===== config.mk =====
export PLATFORM = sky130hd
export DESIGN_NAME = wash_sequencer
export DESIGN_NICKNAME = d
export VERILOG_FILES = /design/src/rtl/wash_sequencer.sv
export SDC_FILE = /design/constraint.sdc
export NUM_CORES = 1
export LEC_CHECK = 0
export BUFFER_PORTS_ARGS = -buffer_cell sky130_fd_sc_hd__buf_2
export CAP_MARGIN = 20
export CORE_MARGIN = 10
export CORE_UTILIZATION = 55
export CTS_BUF_LIST = sky130_fd_sc_hd__clkbuf_4
export CTS_CLUSTER_DIAMETER = 60
export DETAILED_ROUTE_END_ITERATION = 7
export PLACE_DENSITY_LB_ADDON = 0.1
export SETUP_SLACK_MARGIN = 0.2
export SLEW_MARGIN = 40
export SYNTH_ARGS = -nofsm -noshare
export SYNTH_HDL_FRONTEND = slang
export SYNTH_SLANG_ARGS = --single-unit

===== constraint.sdc =====
create_clock -name clk -period 13.75 [get_ports clk]
set_clock_uncertainty 0.2 [all_clocks]
set_input_delay 0.6875 -clock clk [delete_from_list [all_inputs] [get_ports clk]]
set_output_delay 0.6875 -clock clk [all_outputs]
set_load 0.005 [all_outputs]

===== src/rtl/wash_sequencer.sv =====
// rtl/wash_sequencer.sv - per-mode timed wash programme with pause/abort and BCD overtime billing
module wash_sequencer #(
    parameter int MODES       = 4,
    parameter int TICK_DIV    = 100_000_000,
    parameter int PHASE_W     = 8,
    parameter int DIGITS      = 3,
    parameter int GRACE       = 10,
    parameter int DEFAULT_DUR = 5,
    localparam int MW         = (MODES > 1) ? $clog2(MODES) : 1
) (
    input  logic                  clk,
    input  logic                  rst,
    input  logic                  start,
    input  logic [MW-1:0]         mode_sel,
    input  logic                  pause,
    input  logic                  abort,
    input  logic                  pay_ok,
    input  logic [4*DIGITS-1:0]   price_bcd,
    input  logic [4*DIGITS-1:0]   fine_bcd,
    input  logic                  cfg_we,
    input  logic [MW-1:0]         cfg_mode,
    input  logic [1:0]            cfg_phase,
    input  logic [PHASE_W-1:0]    cfg_dur,
    output logic [1:0]            state,
    output logic [1:0]            phase,
    output logic [PHASE_W-1:0]    remain_s,
    output logic [4*DIGITS-1:0]   charge_bcd,
    output logic                  buzzer,
    output logic                  paid
);

    localparam int PW = (TICK_DIV > 1) ? $clog2(TICK_DIV) : 1;
    localparam int OW = $clog2(GRACE + 2);
    localparam logic [PW-1:0] TICK_LAST = PW'(TICK_DIV - 1);
    localparam logic [OW-1:0] GRACE_V   = OW'(GRACE);
    localparam logic [OW-1:0] OT_MAX    = OW'(GRACE + 1);
    localparam logic [PHASE_W-1:0] ONE_S = PHASE_W'(1);

    typedef enum logic [1:0] {
        ST_IDLE  = 2'd0,
        ST_RUN   = 2'd1,
        ST_PAUSE = 2'd2,
        ST_DONE  = 2'd3
    } state_t;

    typedef logic [3:0][PHASE_W-1:0] row_t;

    state_t              state_q, state_d;
    logic [1:0]          phase_q, phase_d;
    logic [PHASE_W-1:0]  remain_q, remain_d;
    logic [MW-1:0]       mode_q, mode_d;
    logic [4*DIGITS-1:0] price_q, price_d;
    logic [4*DIGITS-1:0] charge_q, charge_d;
    logic [PW-1:0]       presc_q, presc_d;
    logic [OW-1:0]       ot_q, ot_d;
    logic                buzzer_q, buzzer_d;
    logic                paid_q, paid_d;

    row_t                dur_q [MODES];
    row_t                sel_row;
    row_t                run_row;
    logic                start_ok;
    logic                start_hit;
    logic [1:0]          start_idx;
    logic                next_hit;
    logic [1:0]          next_idx;
    logic                tick;
    logic [PW-1:0]       presc_next;
    logic [4*DIGITS-1:0] fined_charge;

    // Per-digit BCD add; a carry out of the top digit pins the result at all nines.
    function automatic logic [4*DIGITS-1:0] bcd_sat_add(input logic [4*DIGITS-1:0] a,
                                                        input logic [4*DIGITS-1:0] b);
        logic [4*DIGITS-1:0] s;
        logic [4:0]          d;
        logic                c;
        s = '0;
        c = 1'b0;
        for (int i = 0; i < DIGITS; i++) begin
            d = {1'b0, a[4*i +: 4]} + {1'b0, b[4*i +: 4]} + {4'd0, c};
            if (d > 5'd9) begin
                d = d - 5'd10;
                c = 1'b1;
            end else begin
                c = 1'b0;
            end
            s[4*i +: 4] = d[3:0];
        end
        if (c) begin
            s = {DIGITS{4'h9}};
        end
        return s;
    endfunction

    assign start_ok     = ({1'b0, mode_sel} < (MW+1)'(MODES));
    assign tick         = (presc_q == TICK_LAST);
    assign presc_next   = tick ? '0 : presc_q + PW'(1);
    assign fined_charge = bcd_sat_add(charge_q, fine_bcd);

    // Fetch the table row for the requested mode and for the running mode.
    always_comb begin
        sel_row = '0;
        run_row = '0;
        for (int m = 0; m < MODES; m++) begin
            if (MW'(m) == mode_sel) sel_row = dur_q[m];
            if (MW'(m) == mode_q)   run_row = dur_q[m];
        end
    end

    // Find the first nonzero phase of a new programme and the next nonzero phase of the current one.
    always_comb begin
        start_hit = 1'b0;
        start_idx = 2'd0;
        next_hit  = 1'b0;
        next_idx  = 2'd0;
        for (int p = 3; p >= 0; p--) begin
            if (sel_row[p] != '0) begin
                start_hit = 1'b1;
                start_idx = 2'(p);
            end
            if (p > int'(phase_q) && run_row[p] != '0) begin
                next_hit = 1'b1;
                next_idx = 2'(p);
            end
        end
    end

    // Next-state and datapath decisions; abort beats pause beats tick, pay_ok beats tick.
    always_comb begin
        state_d  = state_q;
        phase_d  = phase_q;
        remain_d = remain_q;
        mode_d   = mode_q;
        price_d  = price_q;
        charge_d = charge_q;
        presc_d  = presc_q;
        ot_d     = ot_q;
        buzzer_d = 1'b0;
        paid_d   = 1'b0;
        unique case (state_q)
            ST_IDLE: begin
                if (start && start_ok) begin
                    mode_d   = mode_sel;
                    price_d  = price_bcd;
                    charge_d = '0;
                    presc_d  = '0;
                    if (start_hit) begin
                        state_d  = ST_RUN;
                        phase_d  = start_idx;
                        remain_d = sel_row[start_idx];
                    end else begin
                        // Empty programme: straight to billing at the full price.
                        state_d  = ST_DONE;
                        phase_d  = 2'd0;
                        remain_d = '0;
                        charge_d = price_bcd;
                        ot_d     = '0;
                    end
                end
            end
            ST_RUN: begin
                if (abort) begin
                    state_d  = ST_DONE;
                    remain_d = '0;
                    charge_d = price_q;
                    presc_d  = '0;
                    ot_d     = '0;
                end else if (pause) begin
                    state_d = ST_PAUSE;
                    presc_d = presc_next;
                end else begin
                    presc_d = presc_next;
                    if (tick) begin
                        if (remain_q == ONE_S) begin
                            if (next_hit) begin
                                phase_d  = next_idx;
                                remain_d = run_row[next_idx];
                            end else begin
                                state_d  = ST_DONE;
                                remain_d = '0;
                                charge_d = price_q;
                                presc_d  = '0;
                                ot_d     = '0;
                            end
                        end else begin
                            remain_d = remain_q - ONE_S;
                        end
                    end
                end
            end
            ST_PAUSE: begin
                if (abort) begin
                    state_d  = ST_DONE;
                    remain_d = '0;
                    charge_d = price_q;
                    presc_d  = '0;
                    ot_d     = '0;
                end else if (pause) begin
                    state_d = ST_RUN;
                end
            end
            ST_DONE: begin
                if (pay_ok) begin
                    state_d = ST_IDLE;
                    paid_d  = 1'b1;
                end else begin
                    presc_d = presc_next;
                    if (tick) begin
                        ot_d = (ot_q == OT_MAX) ? ot_q : ot_q + OW'(1);
                        if (ot_q >= GRACE_V) begin
                            charge_d = fined_charge;
                        end
                    end
                    buzzer_d = (ot_d > GRACE_V);
                end
            end
        endcase
    end

    // State register.
    always_ff @(posedge clk or posedge rst) begin
        if (rst) begin
            state_q <= ST_IDLE;
        end else begin
            state_q <= state_d;
        end
    end

    // Datapath registers; every output comes straight from one of these.
    always_ff @(posedge clk or posedge rst) begin
        if (rst) begin
            phase_q  <= 2'd0;
            remain_q <= '0;
            mode_q   <= '0;
            price_q  <= '0;
            charge_q <= '0;
            presc_q  <= '0;
            ot_q     <= '0;
            buzzer_q <= 1'b0;
            paid_q   <= 1'b0;
        end else begin
            phase_q  <= phase_d;
            remain_q <= remain_d;
            mode_q   <= mode_d;
            price_q  <= price_d;
            charge_q <= charge_d;
            presc_q  <= presc_d;
            ot_q     <= ot_d;
            buzzer_q <= buzzer_d;
            paid_q   <= paid_d;
        end
    end

    // Duration table; a same-cycle write and phase load of one entry loads the old value.
    always_ff @(posedge clk or posedge rst) begin
        if (rst) begin
            for (int m = 0; m < MODES; m++) begin
                dur_q[m] <= {4{PHASE_W'(DEFAULT_DUR)}};
            end
        end else if (cfg_we) begin
            for (int m = 0; m < MODES; m++) begin
                if (MW'(m) == cfg_mode) dur_q[m][cfg_phase] <= cfg_dur;
            end
        end
    end

    assign state      = state_q;
    assign phase      = phase_q;
    assign remain_s   = remain_q;
    assign charge_bcd = charge_q;
    assign buzzer     = buzzer_q;
    assign paid       = paid_q;

endmodule


======== Word level (Yosys, flattened, before mapping) ========
Index checks and enable logic that the tools add are counted.
Widths: inputs -> output; s select.
storage, ports and cells
  bits in registers ....................... 199
  bits of input ports ..................... 45
  output and inout port bits .............. 26
  word-level logic and storage cells ...... 219
operators by class
  add/subtract/negate cells ............... 11
  magnitude comparators ................... 12
  equal/unequal tests ..................... 35
  multiplexer cells ....................... 107
  reductions and logical operators ........ 28
operators with widths
  operator               number
  $mux 32                8
  $mux 27                9
  $mux 12                12
  $bwmux 32              4
  $pmux 27 s4            1
  $mux 8                 11
  $mux 4                 16
  $reduce_bool 8->1      7
  $mux 2                 24
  $pmux 12 s4            1
  $bmux 8 s2             2
  $add 27x1->27 const B  1
  $eq 27x27->1 const B   1
  $ne 2x2->1 const B     12
  $pmux 8 s3             1
  $demux 8 s2            1
  $pmux 4 s4             1
  $add 4x4->5            3
  $gt 5x4->1 const B     3
  $ne 3x3->1 const B     5
  $mux 1                 14
  $eq 2x2->1 const A     6
  $ne 4x4->1 const B     3
  $sub 4x4->4 const B    3
  27 further kinds       44

======== Longest topological paths before layout ========
Gate-level depths: netlist (run 1).
  depth after elaboration ................. 18
  mapped depth ............................ 23
  mapped depth without buffers ............ 23

======== Worst setup path before layout (run 1) ========
No wires, ideal clock.
  path type ............................... input -> register
  from .................................... input fine_bcd[0]
  to ...................................... register charge_q[2], in the netlist charge_bcd[2]
  library setup time ...................... 0.128 ns
  data arrival time ....................... 5.302 ns
  path slack .............................. 8.120 ns
  stages on the path ...................... 22
  path through ............................ ha_1 > inv_1 > fa_1 > xor2_1 > nand2_1 > a21oi_1 > fa_1 > inv_1 > fa_1 > xnor2_1 > ha_1 > a21o_1 > o31ai_1 > fa_1 > fa_1 > xor2_1 > nor2_1 > o21ai_0 > nor2_1 > a22oi_1 > o21ai_0 > mux2_1
on the way
  cells in the longest elaborated chain, start to end .. 14
  elaborated cells between the ends (all ways) .. 16
ends and longest elaborated chain
  item                    RTL line  RTL
  start: declaration      19        input logic [4*DIGITS-1:0] fine_bcd,
  $add 4x4->5 (*)         80        d = {1'b0, a[4*i +: 4]} + {1'b0, b[4*i +: 4]} + {4'd0, c};
  $gt 5x4->1              81        if (d > 5'd9) begin
  $mux 1                  81
  $add 5x1->5             80
  $gt 5x4->1              81
  $mux 1                  81
  $add 5x1->5             80
  $gt 5x4->1              81
  $mux 1                  81
  $mux 12 (*)             89        if (c) begin
  $mux 12 (*)             210       if (ot_q >= GRACE_V) begin
  $mux 12 (*)             208       if (tick) begin
  $mux 12 (*)             203       if (pay_ok) begin
  $pmux 12 s4 (*)         140       unique case (state_q)
  end signal: assignment  246       charge_q <= charge_d;
  end: declaration        53        logic [4*DIGITS-1:0] charge_q, charge_d;
Every way passes the cells marked *; elsewhere a longest branch is shown, timed or not. The select of a mux whose other input is x is not followed.
A chain may end at the register's enable or synchronous reset.

======== Final worst setup path (run 1) ========
  from .................................... register charge_q[0], in the netlist charge_bcd[0]
  to ...................................... register charge_q[2], in the netlist charge_bcd[2]
on the way
  cells in the longest elaborated chain, start to end .. 14
  elaborated cells between the ends (all ways) .. 16
ends and longest elaborated chain
  item             RTL line
  $add 4x4->5 (*)  80
  $gt 5x4->1       81
  $mux 1           81
  $add 5x1->5      80
  $gt 5x4->1       81
  $mux 1           81
  $add 5x1->5      80
  $gt 5x4->1       81
  $mux 1           81
  $mux 12 (*)      89
  $mux 12 (*)      210
  $mux 12 (*)      208
  $mux 12 (*)      203
  $pmux 12 s4 (*)  140
Marks and branches as above.

==> results of run 1 <==
## power groups by stage
stage	combinational (mW)	clock, mW	sequential (mW)
2_1_floorplan	0.840	0	0.832
3_3_place_gp	1.09	0	0.857
3_5_place_dp	1.10	0	0.864
4_1_cts	1.10	0.349	0.851
5_1_grt	1.22	0.370	0.873
6_report	1.11	0.340	0.852
## cells by family after synthesis
| logic type | synth area share [%] |
|---|---|
| AO/OA/AOI/OAI | 10.2 |
| AND/OR/NAND/NOR | 11.3 |
| buffers and inverters | 2.67 |
| multiplexers | 26.0 |
| flip-flops | 44.7 |
| adder cells (fa/ha/maj) | 3.23 |
| XOR/XNOR | 1.95 |
## cell type report
cell class              count  share of cell area [%]
diodes                      1                  0.0206
clock buffers              17                    1.05
clock inverters            15                    1.69
inverters                  23                   0.814
multi-input cells         687                    49.0
flip-flops and latches    199                    41.3
well taps                 270                    2.78
repair buffers             77                    3.36
## synthesized netlist by cell type, drive strengths merged, types with 2 or more instances
| cell type | number | share of area (%) |
|---|---|---|
| a211o | 3 | 0.23 |
| clkbuf | 36 | 1.2 |
| dfrtp | 167 | 37 |
| nor2 | 74 | 2.5 |
| nor4 | 17 | 1.3 |
| fa | 5 | 0.89 |
| buf | 12 | 0.70 |
| xor2 | 15 | 1.2 |
| dfstp | 32 | 7.5 |
| o22ai | 2 | 0.11 |
| nand4 | 9 | 0.50 |
| mux2i | 5 | 0.45 |
| or4 | 8 | 0.60 |
| inv | 23 | 0.77 |
| xnor2 | 10 | 0.78 |
| nor4b | 3 | 0.23 |
| mux2 | 143 | 14 |
| o21ai | 40 | 1.8 |
| o211ai | 12 | 0.80 |
| a31oi | 7 | 0.39 |
| nor3 | 13 | 0.58 |
| a22oi | 13 | 0.87 |
| nor2b | 8 | 0.45 |
| or3 | 5 | 0.28 |
| o31ai | 11 | 0.82 |
| nand3b | 6 | 0.40 |
| nand3 | 21 | 0.93 |
| a211oi | 7 | 0.51 |
| nand2 | 62 | 2.1 |
| ha | 21 | 2.3 |
| and2 | 4 | 0.22 |
| o41ai | 2 | 0.16 |
| o21a | 9 | 0.60 |
| nand2b | 10 | 0.56 |
| and3 | 6 | 0.33 |
| a21oi | 55 | 2.4 |
| nor3b | 2 | 0.13 |
| o311ai | 2 | 0.16 |
| mux4 | 56 | 11 |
| a21o | 6 | 0.40 |
## final timing paths
path / from / endpoint / cells past startpoint
worst max-delay path: charge_bcd[0] / charge_bcd[2] / 22
worst min-delay path: price_bcd[7] / price_q[7] / 2
worst max register to register: charge_bcd[0] / charge_bcd[2] / 22
worst min register to register: presc_q[4] / presc_q[4] / 1
max in group asynchronous: rst / dur_q[93] / 4
min in group asynchronous: rst / presc_q[16] / 3
## state kept, by name, summed over array words and instances, names as in the netlist, 2 cells and up
name and count:
dur_q 128, presc_q 27, charge_bcd 12, price_q 12, remain_s 8, ot_q 4
mode_q 2, phase 2, state 2
## what timing repair did
item	4_1_cts	5_1_grt
setup buffers	0	0
endpoints found under the hold margin	15	0
hold buffers	1	0
## stage by stage
stage / hold WS (ns) / instances / utilization (%) / instance area [um^2] / worst slack [ns]
global route: 0.0866 / 1289 / 60.2 / 12100 / 7.04
CTS: 0.0969 / 1288 / 60.1 / 12100 / 7.52
floorplan: 0.260 / 957 / - / 11200 / 7.49
detailed placement: 0.291 / 1255 / 58.4 / 11800 / 7.16
global placement: 0.286 / 1255 / 58.3 / 11800 / 7.38
finish: 0.126 / 1289 / 60.2 / 12100 / 7.55
## cells in the final DEF (no fill, tap or decap), types with 14 or more instances in the layout
cell,count
nand2_1,62
dfstp_2,32
mux2_2,142
o21ai_0,26
nand3_1,21
o21ai_1,14
dfrtp_1,167
xor2_1,15
ha_1,20
buf_2,69
a21oi_1,55
clkbuf_4,17
nor2_1,68
mux4_2,56
inv_1,21
## routing by layer
layer  vias up  global-route usage [%]
met4         0                    4.39
met2       208                    34.1
met3        20                    4.15
li1       3688                       -
met1      4028                    28.6
met5         -                       0
==> reports/results.ini, run 1 <==
[timing]
period_share_pct = 45.1
setup_violations = 0
rsz0062_at_grt = false
tightest_slew_ns = 0.833
fmax_ghz = 0.161
tns_ns = 0
slew_headroom_pct = 44.3
hold_viol = 0
drv_slew = 0
fin_crit_ns = 6.20

[critical_path]
r2r_slack_ns = 7.55
critPathMaxFanout = 6
crit_chain = ha_1, inv_1, fa_1, xor2_1, nand2_1, a21oi_1, fa_1, inv_1, fa_1, xnor2_1, ha_1, a21o_1, o31ai_1, fa_1, fa_1, xor2_1, nor2_1, o21ai_0, nor2_1, a22oi_1, o21ai_0, mux2_1
cpMaxStageDelayCell = o21ai_0
crit_top_cell = fa_1
startpoint_type = flip-flop
cp_slowest_stage_delay_ns = 0.59
worstPathArrival_ns = 6.50
path_class = flip-flop to flip-flop
crit_family = adder cells
worstPathRequired_ns = 14.05
worst_setup_path_end_kind = flip-flop
worst-path-buf-inv = 2

[grt]
grt_pass1_wl_um = 44300
grt_max_degree = 143
grt_overflow_total = 0
track_usage_pct = 21.0
grt_pass1_vias = 7905
antenna_found_initial = 1

[die]
io_pins = 71
num_rows = 52
initial_utilization_pct = 55.7
core_area_mm2 = 0.0202
fp.dieH_um = 163
dieArea_mm2 = 0.0266
die_w_um = 163

[clocking]
cts_tree = done
cts_resized = 0
clock_latency_ns = 0.61
cts_inserted_buffers = 17
cts.sinks = 199
cts_buffer_depth = 2
clockRootBuffer = clkbuf_4
clk_pin_slew_worst_paths_ns = 0.18
htree_levels = 4

[synthesis]
ys_ff_latch = 199
yosysWarnings = 0
ys_types = 66
avgSynthCellArea_um2 = 11.7
synth-seq-area-share_pct = 44.7
async_flop_share_pct = 100
syn-cell-area_mm2 = 0.0112
synth_nets = 1028
synth_cells = 957
ys.flop_type = dfrtp_1
synth_edf_count = 0

[cells_and_area]
fillerInstances = 1680
syn_to_final_growth_pct = 8.04
ff_latch_area_mm2 = 0.00502
drive_gt1_share_pct = 35.2
multi_input_area_mm2 = 0.00595
nets = 1076

[min_path]
holdCritPathClass = input port to flip-flop

[routing]
drtAntennaViolNets = 0
wl_per_cell_um = 21.2
drtIter0Drc = 635
avgViaCountPerCell = 6.16
dr.max_layer_used = met4
post-route-drc-count = 0
drt_pass1_iterations = 5
met1_length_um = 12300
wirelength_um = 27300
vias = 7944
wl_met3_um = 1380
routed-wl-met2_um = 13200

[placed_design]
port_buffers = 70
gp_congestion = 0.891
hpwlAfterDp_um = 19100

[pwr]
fin_total_pwr_mw = 2.30
p_leak_nw = 5.02
p_comb_share_pct = 48.2
power_density_mw_per_mm2 = 189
ir_drop_v = 0.000114
swShare_pct = 42.1
clock_power_share_pct = 14.8
p_seq_share_pct = 37.0
internal_power_mw = 1.33
p_switching_mw = 0.968

[status]
status = finished, final reports clean

[flow_run]
drv_cap = 0

Note: power is estimated with default switching activity, not from simulation.
==> inputs of run 2 (changes only) <==
ABC_AREA = 1   (was not set)
clock period = 5.8 ns   (was 13.75 ns; I/O delays follow)
==> run 2 against run 1 <==
Sequential power up 140%. First-iteration DRC count increased by 91%. Final area is 7.1% higher. Non-clock buffer count is 25 higher. Global-route usage is 4.2 points higher.
==> reports/results.ini, run 2 <==
[synthesis]
yosys.area.top_type = dfrtp_1
yosysWarnings = 0  ; unchanged
ys.flop_type = dfrtp_1
ys_ff_latch = 199  ; unchanged
avgSynthCellArea_um2 = 7.11  ; -39%
synth_commonest_cells = 553 x nand2_1, 250 x o21ai_0, 167 x dfrtp_1
ys_types = 49  ; -26%
synth-seq-area-share_pct = 42.1  ; -2.5 points
async_flop_share_pct = 100  ; unchanged
synthTopCellsByArea = dfrtp_1 35%, nand2_1 17%, o21ai_0 10%
synth.most_common_cell = nand2_1
synth_top_area_share_pct = 35.1  ; -2.1 points
synth_edf_count = 0  ; unchanged
syn-cell-area_mm2 = 0.0119  ; +6.0%
synth_cells = 1676  ; +75%
synth_nets = 1747  ; +70%

[critical_path]
worstPathRequired_ns = 6.14  ; -7.91 ns
cpMaxStageDelayCell = fa_2
crit_top_cell = nand2_1
path_class = flip-flop to flip-flop
startpoint_type = flip-flop
worst_setup_path_end_kind = flip-flop
critPathMaxFanout = 5  ; -1
cp_slowest_stage_delay_ns = 0.44  ; -0.15 ns
r2r_slack_ns = 0.49  ; -7.06 ns
worstPathArrival_ns = 5.65  ; -0.85 ns

[clocking]
cts_buffer_depth = 2  ; unchanged
cts_inserted_buffers = 17  ; unchanged
cts_tree = done
clock_latency_ns = 0.63  ; +0.02 ns
clockRootBuffer = clkbuf_4
clk_pin_slew_worst_paths_ns = 0.21  ; +0.03 ns
htree_levels = 4  ; unchanged
cts.sinks = 199  ; unchanged

[timing]
setup_violations = 0  ; unchanged
drv_slew = 0  ; unchanged
tns_ns = 0  ; unchanged
slew_headroom_pct = 44.3  ; about the same
period_share_pct = 91.5  ; +46 points
worst_slack_ns = 0.491  ; -7.06 ns
hold_viol = 0  ; unchanged
rsz0062_at_grt = false
fin_crit_ns = 5.31  ; -0.891 ns
fmax_ghz = 0.188  ; +17%
tightest_slew_ns = 0.836  ; +0.00310 ns

[routing]
post-route-drc-count = 0  ; unchanged
dr.max_layer_used = met4
drt_pass1_iterations = 6  ; +1
wirelength_um = 35800  ; +31%
wl_met3_um = 3270  ; +140%
met1_length_um = 15900  ; +29%
drtAntennaViolNets = 0  ; unchanged
wl_per_cell_um = 17.7  ; -16%
avgViaCountPerCell = 5.66  ; -8.2%
drtIter0Drc = 1216  ; +91%
routed-wl-met2_um = 16000  ; +21%
vias = 11400  ; +44%

[die]
initial_utilization_pct = 56.3  ; +0.60 points
fp.dieH_um = 167  ; +2.6%
die_w_um = 167  ; +2.6%
dieArea_mm2 = 0.0280  ; +5.3%
io_pins = 71  ; unchanged
core_area_mm2 = 0.0212  ; +4.9%
num_rows = 53  ; +1.9%

[cells_and_area]
syn_to_final_growth_pct = 9.12
nets = 1804  ; +68%
post-route-util_pct = 61.5  ; +1.3 points
largest_register_ffs = 128  ; unchanged
regMostFlops = dur_q
largestRegisters = dur_q (128), presc_q (27)
most-common-layout-cells = 550 x nand2_1, 249 x o21ai_0, 167 x dfrtp_1, 150 x inv_1, 126 x nand3_1
layout_commonest_cell = nand2_1
stdcell_area_mm2 = 0.0130  ; +7.1%
drive_gt1_share_pct = 11.7  ; -23 points

[grt]
track_usage_pct = 25.1  ; +4.2 points
grt_overflow_total = 0  ; unchanged
grt_max_degree = 76  ; -47%
antenna_found_initial = 1  ; unchanged
grt_pass1_vias = 10800  ; +37%
grt_pass1_wl_um = 57900  ; +31%

[status]
status = finished, final reports clean

[placed_design]
gp_congestion = 0.937  ; +5.1%
dpl_cell_area_mm2 = 0.0124  ; +5.2%
place_ws_ns = 0.184  ; -6.98 ns
port_buffers = 70  ; unchanged
hpwlAfterDp_um = 25400  ; +33%

[flow_run]
drv_cap = 0  ; unchanged

[pwr]
power_density_mw_per_mm2 = 428  ; +130%
p_leak_nw = 6.27  ; +25%
ir_drop_v = 0.000175  ; +54%

[min_path]
holdCritPathClass = input port to flip-flop

==> run 2: path summary, 6_finish.rpt <==
kind / start / to / cells past startpoint
worst max-delay path: charge_bcd[0] / charge_bcd[4] / 27
worst min-delay path: cfg_dur[7] / dur_q[95] / 3
worst max register to register: charge_bcd[0] / charge_bcd[4] / 27
worst min register to register: dur_q[96] / dur_q[96] / 2
max in group asynchronous: rst / dur_q[23] / 4
min in group asynchronous: rst / dur_q[77] / 3
==> run 2: routing by layer <==
metal,GRT usage [%],vias up
li1,-,5550
met1,35.0,5398
met2,38.5,445
met3,6.23,50
met4,5.87,0
met5,0,-
==> run 2: kinds of logic after synthesis <==
| kind of cell | count (synthesis) | share of synthesized area (%) |
|---|---|---|
| AOI/OAI and AO/OA | 322 | 14.1 |
| and+or+nand+nor | 880 | 31.1 |
| muxes | 4 | 0.378 |
| buffers and inverters | 226 | 7.87 |
| DFF | 199 | 42.1 |
| xor gates and xnor gates | 19 | 1.40 |
| adders and majority gates | 26 | 3.04 |
==> run 2: power breakdown <==
group	switching (mW)	internal, mW	leakage, nW
Clock	0.614	0.221	0.171
Sequential	0.286	1.73	2.50
Combinational	1.82	0.896	3.60
Total	2.72	2.84	6.27
==> run 2: through the flow <==
step | power, mW | hold slack [ns] | std cells
finish | 5.56 | 0.0442 | 2022
global route | 5.99 | 0.0338 | 2022
CTS | 5.47 | 0.00256 | 2019
detailed placement | 4.62 | 0.209 | 1968
global placement | 4.56 | 0.199 | 1967
floorplan | 3.85 | 0.226 | 1676
==> run 2: final cells by class <==
cell class              count  area, um^2
diodes                      1        2.50
clock buffers              17         128
clock inverters            15         209
fillers                  1967        8150
inverters                 162         612
multi-input cells        1251        6010
flip-flops and latches    199        5020
well taps                 275         344
repair buffers            102         682
==> run 2: worst max-delay path: cells and delay by family, from the launching register on <==
kind	cells	cell delay (ns)
adder cells (fa/ha/maj)	7	2.30
AND/OR/NAND/NOR	9	1.02
AO/OA/AOI/OAI	5	0.58
buffers and inverters	5	0.52
flip-flops	1	0.40
XOR/XNOR	1	0.18
==> run 2: repair_timing <==
action / CTS / global route
gates cloned: 0 / 0
hold buffers: 19 / 0
pin swaps: 0 / 2
setup endpoints to repair: 4 / 12
resized for setup: 1 / 12
hold endpoints to repair: 56 / 0
buffers inserted: 0 / 1
==> inputs of run 3 (changes only) <==
PLACE_DENSITY = 0.73   (was not set)
PLACE_DENSITY_LB_ADDON = not set   (was 0.1)
==> run 3 against run 2 <==
Sequential power barely moved. Largest power group unchanged. Final cell count about the same. Routed wire length decreased by 1.2%. Flip-flop and latch count unchanged. First-iteration DRC count rose by 4.9%. Maximum frequency is 0.56% lower. Largest cell class unchanged. Combinational power increased by 2%. Critical endpoint is now charge_bcd[1]. The run now ends with hold timing left. Clock-buffer cell count rose by 1. Critical path type unchanged.
==> reports/results.ini, run 3 (synthesis results as in run 2) <==
[cells_and_area]
drive_gt1_share_pct = 12.1  ; +0.40 points
regMostFlops = dur_q
most-common-layout-cells = 550 x nand2_1, 248 x o21ai_0, 167 x dfrtp_1, 147 x inv_1, 126 x nand3_1
layout_commonest_cell = nand2_1
syn_to_final_growth_pct = 9.22  ; about the same
largestRegisters = dur_q (128), presc_q (27)
nets = 1804  ; unchanged
largest_register_ffs = 128  ; unchanged

[routing]
drt_pass1_iterations = 6  ; unchanged
avgViaCountPerCell = 5.69  ; +0.53%
vias = 11500  ; +0.58%
drtAntennaViolNets = 0  ; unchanged
post-route-drc-count = 0  ; unchanged
drtIter0Drc = 1275  ; +4.9%
wl_per_cell_um = 17.5  ; -1.2%
wirelength_um = 35300  ; -1.2%

[clocking]
clk_pin_slew_worst_paths_ns = 0.19  ; -0.02 ns
htree_levels = 4  ; unchanged
clock_latency_ns = 0.61  ; -0.02 ns
cts_inserted_buffers = 17  ; unchanged
cts.sinks = 199  ; unchanged
cts_buffer_depth = 2  ; unchanged
clockRootBuffer = clkbuf_4
cts_tree = done

[critical_path]
rr_startpoint = charge_bcd[0]
cp_slowest_stage_delay_ns = 0.44  ; about the same
crit_top_cell = nand2_1
critPathLaunch = charge_bcd[0]
cpMaxStageDelayCell = fa_2
worst_setup_path_end_kind = flip-flop
reg2regPathDepth = 27  ; unchanged
r2r_end = charge_bcd[1]
startpoint_type = flip-flop
worstPathRequired_ns = 6.14  ; about the same
crit_path_end = charge_bcd[1]
r2r_slack_ns = 0.46  ; -0.03 ns
worstPathArrival_ns = 5.67  ; +0.02 ns
critPathMaxFanout = 7  ; +2
path_class = flip-flop to flip-flop

[grt]
track_usage_pct = 24.8  ; -0.33 points
grt_pass1_wl_um = 57600  ; -0.54%
grt_max_degree = 104  ; +37%
grt_pass1_vias = 11000  ; +1.9%
grt_overflow_total = 0  ; unchanged
antenna_found_initial = 2  ; +1

[placed_design]
hpwlAfterDp_um = 24700  ; -2.9%
gp_congestion = 0.955  ; +2.0%
port_buffers = 70  ; unchanged

[timing]
fmax_ghz = 0.187  ; -0.56%
period_share_pct = 92.0  ; +0.52 points
slew_headroom_pct = 46.2  ; +2.0 points
setup_violations = 0  ; unchanged
hold_viol = 8  ; +8
drv_slew = 0  ; unchanged
tns_ns = 0  ; unchanged
rsz0062_at_grt = false
tightest_slew_ns = 0.805  ; -0.0312 ns
fin_crit_ns = 5.34  ; +0.0300 ns
holdWs_ns = -0.0242  ; -0.0684 ns

[flow_run]
drv_cap = 0  ; unchanged

[pwr]
p_seq_share_pct = 36.3  ; about the same
p_switching_mw = 2.67  ; -1.8%
internal_power_mw = 2.88  ; +1.4%
clock_power_share_pct = 14.0  ; -1.0 points
p_comb_share_pct = 49.8  ; +1.0 points
swShare_pct = 48.1  ; -0.80 points
ir_drop_v = 0.000189  ; +7.9%
p_leak_nw = 6.27  ; about the same
power_density_mw_per_mm2 = 426  ; -0.29%

[die]
core_area_mm2 = 0.0212  ; unchanged
num_rows = 53  ; unchanged
die_w_um = 167  ; unchanged
initial_utilization_pct = 56.3  ; unchanged
dieArea_mm2 = 0.0280  ; unchanged
fp.dieH_um = 167  ; unchanged
io_pins = 71  ; unchanged

[status]
violations = hold timing
status = finished, violations left

[min_path]
holdCritPathClass = input port to async pin

==> run 3: worst min-delay path by stage <==
stage / from / end / slack, ns / depth (start not counted)
2_1_floorplan: pay_ok / paid / 0.23 / 2
3_3_place_gp: dur_q[1] / dur_q[1] / 0.26 / 2
3_5_place_dp: dur_q[6] / dur_q[6] / 0.27 / 2
4_1_cts: start / state[0] / 0.02 / 5
5_1_grt: rst / dur_q[119] / 0.01 / 3
6_report: rst / dur_q[119] / -0.02 / 3
==> run 3: worst max-delay path: cells and delay by family (launching register included) <==
kind,cells,cell delay (ns)
buffers and inverters,5,0.37
flip-flops,1,0.41
AND/OR/NAND/NOR,10,1.22
XOR/XNOR,1,0.19
adder cells (fa/ha/maj),7,2.34
AO/OA/AOI/OAI,4,0.51
==> run 3: what timing repair did <==
action	4_1_cts	5_1_grt
gates cloned	0	0
pin swaps	0	5
setup buffers	0	5
endpoints found under the setup margin	4	12
endpoints found under the hold margin	53	0
hold buffers	17	0
resized for setup	2	17
==> run 3: final cells by class <==
class,count,area [um^2]
Antenna cell,2,5.00
Clock buffer,18,135
Timing Repair Buffer,102,718
Inverter,162,612
Clock inverter,14,161
Multi-Input combinational cell,1251,6020
Fill cell,1954,8140
Tap cell,275,344
Sequential cell,199,5020
==> run 3: routing by layer <==
layer | global-route usage (%) | part of all wire (%) | routed length, um
met3 | 5.45 | 9.1 | 3210
met4 | 6.89 | 1.9 | 659
met1 | 34.3 | 45 | 15800
met2 | 38.3 | 44 | 15700
met5 | 0 | 0 | 0
==> run 3: power groups by stage <==
stage          clock network (mW)  logic, mW  registers, mW
4_1_cts                     0.789       2.60           2.00
2_1_floorplan                   0       1.92           1.94
5_1_grt                     0.835       3.12           2.05
3_5_place_dp                    0       2.57           2.03
3_3_place_gp                    0       2.51           2.02
6_report                    0.775       2.76           2.01
==> run 3: stage by stage <==
stage          cell area [um^2]  instances  util [%]  total power, mW  setup WS (ns)
6_report                  13000       2023      61.5             5.55          0.461
5_1_grt                   13000       2023      61.5             6.01          0.126
4_1_cts                   12900       2014      60.9             5.39          0.212
3_5_place_dp              12400       1965      58.7             4.60          0.142
3_3_place_gp              12300       1963      58.3             4.53          0.363
2_1_floorplan             11900       1676         -             3.85          0.804
